[config.mk]
export PLATFORM = sky130hd
export DESIGN_NAME = countdown_timer_flat
export DESIGN_NICKNAME = d
export VERILOG_FILES = /design/src/rtl/countdown_timer_if.sv /design/src/rtl/countdown_timer.sv /design/src/flat_wrapper.sv
export SDC_FILE = /design/constraint.sdc
export NUM_CORES = 1
export LEC_CHECK = 0
export CAP_MARGIN = 20
export CORE_ASPECT_RATIO = 1.4
export CORE_MARGIN = 2
export CORE_UTILIZATION = 60
export DETAILED_ROUTE_END_ITERATION = 6
export PLACE_DENSITY = 0.86
export SYNTH_ARGS = -nofsm -noshare
export SYNTH_HDL_FRONTEND = slang
export SYNTH_SLANG_ARGS = --single-unit
[constraint.sdc]
create_clock -name clock -period 5.1 [get_ports clock]
set_clock_uncertainty 0.15 [all_clocks]
set_input_delay 0.765 -clock clock [delete_from_list [all_inputs] [get_ports clock]]
set_output_delay 0.765 -clock clock [all_outputs]
set_load 0.05 [all_outputs]
[src/rtl/countdown_timer_if.sv]
// Control and status bundle for countdown_timer: master drives the controls,
// slave (the timer) drives the count, enable pulses, expiry and state.
interface countdown_timer_if #(
   parameter int COUNT_W = 8
);
   logic               start;
   logic [COUNT_W-1:0] value;
   logic               pause;
   logic               clear;
   logic               auto_reload;
   logic [COUNT_W-1:0] counter;
   logic               one_hz_enable;
   logic               two_hz_enable;
   logic               expired;
   logic               expired_pulse;
   logic [1:0]         state;

   modport master (
      output start, value, pause, clear, auto_reload,
      input  counter, one_hz_enable, two_hz_enable, expired, expired_pulse, state
   );

   modport slave (
      input  start, value, pause, clear, auto_reload,
      output counter, one_hz_enable, two_hz_enable, expired, expired_pulse, state
   );
endinterface

[src/rtl/countdown_timer.sv]
// Seconds countdown timer with aligned 1 Hz / 2 Hz enables, pause, clear and expiry.
// Optional repeat mode is compiled in with COUNTDOWN_TIMER_AUTORELOAD_EN.
module countdown_timer #(
   parameter int CLK_HZ  = 100_000_000,
   parameter int COUNT_W = 8
) (
   input logic              clock,
   input logic              reset,
   countdown_timer_if.slave bus
);
   localparam int HALF    = CLK_HZ / 2;
   localparam int PRESC_W = (HALF > 1) ? $clog2(HALF) : 1;
   localparam logic [PRESC_W-1:0] PRESC_LAST = PRESC_W'(HALF - 1);

   typedef enum logic [1:0] {
      IDLE  = 2'd0,
      RUN   = 2'd1,
      PAUSE = 2'd2,
      DONE  = 2'd3
   } state_t;

   state_t             state_q, state_d;
   logic [COUNT_W-1:0] counter_q, counter_d;
   logic [COUNT_W-1:0] reload_q, reload_d;
   logic [PRESC_W-1:0] presc_q, presc_d;
   logic               phase_q, phase_d;
   logic               one_q, one_d;
   logic               two_q, two_d;
   logic               expp_q, expp_d;
   logic               reloadEn;

`ifdef COUNTDOWN_TIMER_AUTORELOAD_EN
   assign reloadEn = bus.auto_reload && (reload_q != '0);
`else
   logic unusedAutoReload;
   assign unusedAutoReload = bus.auto_reload;
   assign reloadEn         = 1'b0;
`endif

   always_ff @(posedge clock or negedge reset) begin
      if (!reset) begin
         state_q   <= IDLE;
         counter_q <= '0;
         reload_q  <= '0;
         presc_q   <= '0;
         phase_q   <= 1'b0;
         one_q     <= 1'b0;
         two_q     <= 1'b0;
         expp_q    <= 1'b0;
      end else begin
         state_q   <= state_d;
         counter_q <= counter_d;
         reload_q  <= reload_d;
         presc_q   <= presc_d;
         phase_q   <= phase_d;
         one_q     <= one_d;
         two_q     <= two_d;
         expp_q    <= expp_d;
      end
   end

   always_comb begin
      state_d   = state_q;
      counter_d = counter_q;
      reload_d  = reload_q;
      presc_d   = presc_q;
      phase_d   = phase_q;
      one_d     = 1'b0;
      two_d     = 1'b0;
      expp_d    = 1'b0;

      if (bus.start) begin
         counter_d = bus.value;
         reload_d  = bus.value;
         presc_d   = '0;
         phase_d   = 1'b0;
         if (bus.value != '0) begin
            state_d = RUN;
         end else begin
            state_d = DONE;
            expp_d  = 1'b1;
         end
      end else if (bus.clear && state_q != IDLE) begin
         state_d   = IDLE;
         counter_d = '0;
         presc_d   = '0;
         phase_d   = 1'b0;
      end else if (state_q == RUN && bus.pause) begin
         state_d = PAUSE;
      end else if (state_q == RUN || (state_q == PAUSE && !bus.pause)) begin
         // The resume edge counts, so a pause of P cycles costs exactly P cycles.
         state_d = RUN;
         if (presc_q == PRESC_LAST) begin
            presc_d = '0;
            phase_d = ~phase_q;
            two_d   = 1'b1;
            if (phase_q && counter_q != '0) begin
               one_d     = 1'b1;
               counter_d = counter_q - COUNT_W'(1);
               if (counter_q == COUNT_W'(1)) begin
                  expp_d = 1'b1;
                  if (reloadEn) begin
                     counter_d = reload_q;
                  end else begin
                     state_d = DONE;
                  end
               end
            end
         end else begin
            presc_d = presc_q + PRESC_W'(1);
         end
      end
   end

   assign bus.counter       = counter_q;
   assign bus.one_hz_enable = one_q;
   assign bus.two_hz_enable = two_q;
   assign bus.expired       = (state_q == DONE);
   assign bus.expired_pulse = expp_q;
   assign bus.state         = state_q;
endmodule
[src/flat_wrapper.sv]
// flat-port wrapper written by rule: the top's interface ports become plain ports
module countdown_timer_flat 
#(
   parameter int CLK_HZ  = 100_000_000,
   parameter int COUNT_W = 8
)
  (clock, reset, bus_start, bus_value, bus_pause, bus_clear, bus_auto_reload, bus_counter, bus_one_hz_enable, bus_two_hz_enable, bus_expired, bus_expired_pulse, bus_state);
  countdown_timer_if #(.COUNT_W(COUNT_W)) bus_i ();
  input logic clock;
  input logic reset;
  input wire logic [$bits(bus_i.start)-1:0] bus_start;
  input wire logic [$bits(bus_i.value)-1:0] bus_value;
  input wire logic [$bits(bus_i.pause)-1:0] bus_pause;
  input wire logic [$bits(bus_i.clear)-1:0] bus_clear;
  input wire logic [$bits(bus_i.auto_reload)-1:0] bus_auto_reload;
  output wire logic [$bits(bus_i.counter)-1:0] bus_counter;
  output wire logic [$bits(bus_i.one_hz_enable)-1:0] bus_one_hz_enable;
  output wire logic [$bits(bus_i.two_hz_enable)-1:0] bus_two_hz_enable;
  output wire logic [$bits(bus_i.expired)-1:0] bus_expired;
  output wire logic [$bits(bus_i.expired_pulse)-1:0] bus_expired_pulse;
  output wire logic [$bits(bus_i.state)-1:0] bus_state;
  assign bus_i.start = bus_start;
  assign bus_i.value = bus_value;
  assign bus_i.pause = bus_pause;
  assign bus_i.clear = bus_clear;
  assign bus_i.auto_reload = bus_auto_reload;
  assign bus_counter = bus_i.counter;
  assign bus_one_hz_enable = bus_i.one_hz_enable;
  assign bus_two_hz_enable = bus_i.two_hz_enable;
  assign bus_expired = bus_i.expired;
  assign bus_expired_pulse = bus_i.expired_pulse;
  assign bus_state = bus_i.state;
  countdown_timer #(.CLK_HZ(CLK_HZ), .COUNT_W(COUNT_W)) u_core (.clock(clock), .reset(reset), .bus(bus_i));
endmodule
[Word level (Yosys, flattened, before mapping)]
Index checks and enable logic that the tools add are counted.
Word-level totals
  input port bits: 14
  bits in registers: 40
  output and inout port bits: 14
Operators by class
  bitwise logic cells: 1
  add/sub/neg operators: 2
  equality and inequality tests: 6
  mux-type cells: 43
  reduce and logical (&&, ||, !) cells: 16
Operators by type and width (number)
  two-way mux 26 bit: 5
  two-way mux 8 bit: 6
  adder 26 x 1 -> 26 bit (second input constant): 1
  equality test 26 bit (second input constant): 1
  two-way mux 1 bit: 24
  two-way mux 2 bit: 8
  nonzero test 8 bit: 2
  nonzero test 3 bit: 3
  equality test 8 x 1 -> 1 bit (second input constant): 1
  subtractor 8 x 1 -> 8 bit (second input constant): 1
  equality test 2 bit (second input constant): 2
  logical AND 1 bit: 4
  AND reduction 4 bit: 1
  nonzero test 4 bit: 1
  != test 3 x 2 -> 1 bit (second input constant): 1
  AND reduction 3 bit: 1
  equality test 2 x 1 -> 1 bit (second input constant): 1
  AND reduction 2 bit: 1
  nonzero test 2 bit: 1
  logical NOT 1 bit: 1
  logical OR 1 bit: 1
  inverter 1 bit: 1

[Logic depth before layout (Yosys ltp)]
  depth after elaboration: 8
  mapped depth: 8
  mapped depth without buffers: 7

[Least setup slack after synthesis]
Ideal clock, no wire load.
  path type: register to register
  start: register u_core.counter_q[1], in the netlist u_core.bus.counter[1]
  end: register u_core.counter_q[3], in the netlist u_core.bus.counter[3]
  arrival time: 2265 ps
  path slack: 2561 ps
  cell stages (with the launch flop): 9
  period minus slack after synthesis: 2539 ps
  buffers on the path: 1
  cell sequence: dfrtp_1 -> inv_1 -> ha_1 -> or3b_2 -> o2111a_1 -> and3_1 -> buf_6 -> and3_1 -> a211o_1
Between the ends
  longest elaborated chain between the ends: 7
RTL lines
  from (decl): RTL line countdown_timer.sv:23  | logic [COUNT_W-1:0] counter_q, counter_d;
  from (signal assigned): RTL line countdown_timer.sv:52  | counter_q <= counter_d;
  subtractor 8 x 1 -> 8 bit: RTL line countdown_timer.sv:99  | counter_d = counter_q - COUNT_W'(1);
  two-way mux 8 bit: RTL line countdown_timer.sv:97  | if (phase_q && counter_q != '0) begin
  two-way mux 8 bit: RTL line countdown_timer.sv:93  | if (presc_q == PRESC_LAST) begin
  two-way mux 8 bit: RTL line countdown_timer.sv:90  | end else if (state_q == RUN || (state_q == PAUSE && !bus.pause)) begin
  two-way mux 8 bit: RTL line countdown_timer.sv:88  | end else if (state_q == RUN && bus.pause) begin
  two-way mux 8 bit: RTL line countdown_timer.sv:83  | end else if (bus.clear && state_q != IDLE) begin
  two-way mux 8 bit: RTL line countdown_timer.sv:72  | if (bus.start) begin
Several ways; a longest one is shown, not always the timed one. The select of a mux whose other input is x is not followed.
A chain may end at the register's enable or synchronous reset.

[Worst setup path after layout]
  start: register u_core.state_q[0], in the netlist u_core.bus.state[0]
  end: output bus_expired
Between the ends
  longest elaborated chain between the ends: 1
RTL lines
  from (decl): RTL line countdown_timer.sv:22  | state_t state_q, state_d;
  from (signal assigned): RTL line countdown_timer.sv:51  | state_q <= state_d;
  equality test 2 bit: RTL line countdown_timer.sv:118  | assign bus.expired = (state_q == DONE);
  to (decl): RTL line flat_wrapper.sv:19  | output wire logic [$bits(bus_i.expired)-1:0] bus_expired;
Every way passes these cells.

==> metrics.txt <==
number of clock buffers inserted by TritonCTS 5; cell area after technology mapping roughly 2300 um2; worst setup path category reg2out; count of buffers added by post-CTS timing repair for setup 0; post-detailed-placement half-perimeter wirelength between 3000 and 4000 um; antenna violations before repair 0; EDFF count, synth 0; reg2reg path depth 7; number of routed nets with antenna violations 0; Hold/Removal Path Class reg2reg; vias in the first global route roughly 2100; total of max-cap violations 0; outcome finished clean; CTS Hold Bufs 0; Critical Path Sink bus_expired; most common library cells after synthesis dfrtp_1 (40), nor2_1 (26), nand2_1 (21); overall routed net length around 5600 um; Worst EP arrival between 1.5 and 2 ns; total nets after synthesis 272; die outline area 4410 um2; Yosys warning count 0; flip-flop and latch area between 1000 and 1500 um2; clk_lat worst skew around 0.30 ns; effective utilization at floorplan 63.4%; pin count of the biggest net entering global routing ~40; area added between synthesis and finish 17.9%; net switching power figure around 0.20 mW; Flop pwr share 45.5%; library cell occupying the most area in the post-synthesis netlist dfrtp_1; setup repair after global routing missed its margin false; Post-Route Setup TNS 0 ns; clock slew seen by the registers of the worst setup and hold paths about 0.080 ns; Clk pwr share between 30% and 40%; floorplan core area 3680 um2; Tightest Pin Transition between 1 and 1.5 ns; CTS Root Buffer Type clkbuf_8; count of antenna diodes in the layout 0; final setup fails 0; fraction of the cycle the final worst path needs about half; Post-Synthesis Cells between 200 and 300; number of instances resized during post-cts repair 0; Cell Pwr Density 271 nW/um2; required time reported for the critical path endpoint between 4 and 5 ns; cell with the most instances after synthesis dfrtp_1; internal power of the cells approximately 0.54 mW; element type at the critical path end output port; leakage power between 1 and 1.5 nW; number of rows in the core area 26; VDD IR max 0.000256 V; proportion of layout cells with a drive suffix above 1 approximately 7.1%; tightest slew margin relative to the limit between 30% and 40%; Nets 300; fin worst setup slack 2.46 ns; number of synthesized register bits 40; worst slack, placed between 2 and 2.5 ns; H-tree Lvls 2; Pins Over Slew Limit 0; TritonCTS clock tree built; multi-input gate area in the final layout 1250 um2; main flop type after synthesis dfrtp_1; sequential-to-total area share from yosys stat 42.9%; startpoint of the lowest-slack register-to-register path u_core.bus.counter[0]$_DFFE_PN0P_; final-layout worst hold slack about 0.38 ns; via count 2086; FILL cells between 200 and 300; top fanout value on the critical path 7; die span in x roughly 57 um; area share of the largest cell type after synthesis between 40% and 50%; I/O pin count 28; crit start category flip-flop; final hold viol count 0; global-route wire length before repair between 9000 and 10000 um; DRC marker count from the first detailed-route iteration 81; final critical-path required period roughly 2.6 ns; sink count of the clock tree 40; PortBufs 26; vias per cell between 6 and 7; highest attainable clock frequency ~380 MHz; Critical R2R Capture u_core.bus.counter[4]$_DFFE_PN0P_; share of total power consumed by net switching a little over a quarter; Post-synth ARST share 100%; portion of total power attributed to combinational logic around 16%; mean area per synthesized cell between 9 and 10 um2; DRC errors left 0; Overall Global Routing Usage between 20% and 30%; average detailed-routed wire length per instance 17.1 um; start point of the critical path u_core.bus.state[0]$_DFFE_PN0P_; maximum clock insertion buffer count 2; vertical extent of the die 77.8 um; placer's final routability congestion estimate around 0.82; Area contributors post-synth dfrtp_1 (43%), xor2_1 (5.3%), nor2_1 (4.2%), o21ai_0 (3.6%), nand2_1 (3.4%); DRT Pass-1 Iters 4; worst reg2reg setup slack approximately 2.5 ns; total congestion overflow after global routing 0; Synth cell types 55
[registers in the layout (all words and copies together) (netlist names)]
register,cells
u_core.bus.counter,8
u_core.bus.state,2
u_core.bus.one_hz_enable,1
u_core.bus.two_hz_enable,1
u_core.presc_q,26
u_core.bus.expired_pulse,1
u_core.phase_q,1
[per-layer routing]
layer	routed length [um]	GRT usage [%]	up-vias
met3	221	4.50	7
met5	0	0	-
met2	3020	48.6	61
li1	-	-	997
met1	2250	29.5	1021
met4	85	11.4	0
[layout by cell type, fill, tap and decap left out, types with 4 or more instances in the layout]
master,n
dfrtp_1,40
nor2_1,26
clkdlybuf4s50_1,25
nand2_1,21
o21ai_0,17
xor2_1,14
a21oi_1,13
inv_1,10
nand4_1,8
nor3_1,7
nand3_1,7
a31oi_1,7
clkbuf_8,7
and3_1,6
nor4_1,5
o2111ai_1,5
nand3b_1,4
o211ai_1,4
ha_1,4
[power by group through the flow]
stage / logic (mW) / clock network, mW / registers, mW
floorplan: 0.0482 / 0 / 0.368
global placement: 0.118 / 0 / 0.344
detailed placement: 0.119 / 0 / 0.344
CTS: 0.120 / 0.287 / 0.338
global route: 0.129 / 0.297 / 0.340
finish: 0.120 / 0.285 / 0.339
[critical path: stages (launching register included)]
cell and delay, ns:
dfrtp_1 0.47, and2_1 0.16, clkdlybuf4s50_1 0.79
[metrics by stage]
stage / std cells / total power, mW / utilization (%) / area (um2)
after floorplan: 254 / 0.416 / - / 2330
after global placement: 317 / 0.462 / 71.3 / 2620
after detailed placement: 317 / 0.464 / 71.3 / 2620
after CTS: 325 / 0.745 / 74.8 / 2750
after global routing: 325 / 0.766 / 74.8 / 2750
final: 325 / 0.744 / 74.8 / 2750
[final cells by class]
cell class                      count  share of cell area, %
Clock inverter                      1                   1.09
Inverter                           10                   1.37
Timing Repair Buffer               29                   10.1
Sequential cell                    40                   36.4
Multi-Input combinational cell    196                   45.6
Tap cell                           42                   1.91
Clock buffer                        7                   3.50
[cell families (layout without fill, tap and decap cells)]
logic type	Yosys count	after routing	share of synthesized area, %
XOR/XNOR	17	17	6.38
buffers and inverters	18	47	3.33
adder cells (fa/ha/maj)	5	5	2.58
AO/OA/AOI/OAI	65	65	18.5
flip-flops	40	40	42.9
AND/OR/NAND/NOR	106	106	25.0
multiplexers	3	3	1.34
[how the worst min path moves through the flow]
stage	start	end	slack [ns]	cells after the start
after floorplan	reset	u_core.bus.counter[0]$_DFFE_PN0P_	0.32	0
after global placement	u_core.phase_q$_DFFE_PN0P_	u_core.phase_q$_DFFE_PN0P_	0.35	1
after detailed placement	u_core.presc_q[22]$_DFFE_PN0P_	u_core.presc_q[22]$_DFFE_PN0P_	0.36	1
after CTS	u_core.presc_q[22]$_DFFE_PN0P_	u_core.presc_q[22]$_DFFE_PN0P_	0.38	1
after global routing	u_core.presc_q[22]$_DFFE_PN0P_	u_core.presc_q[22]$_DFFE_PN0P_	0.40	1
final	u_core.presc_q[22]$_DFFE_PN0P_	u_core.presc_q[22]$_DFFE_PN0P_	0.38	1
Note: power is estimated with default switching activity, not from simulation.
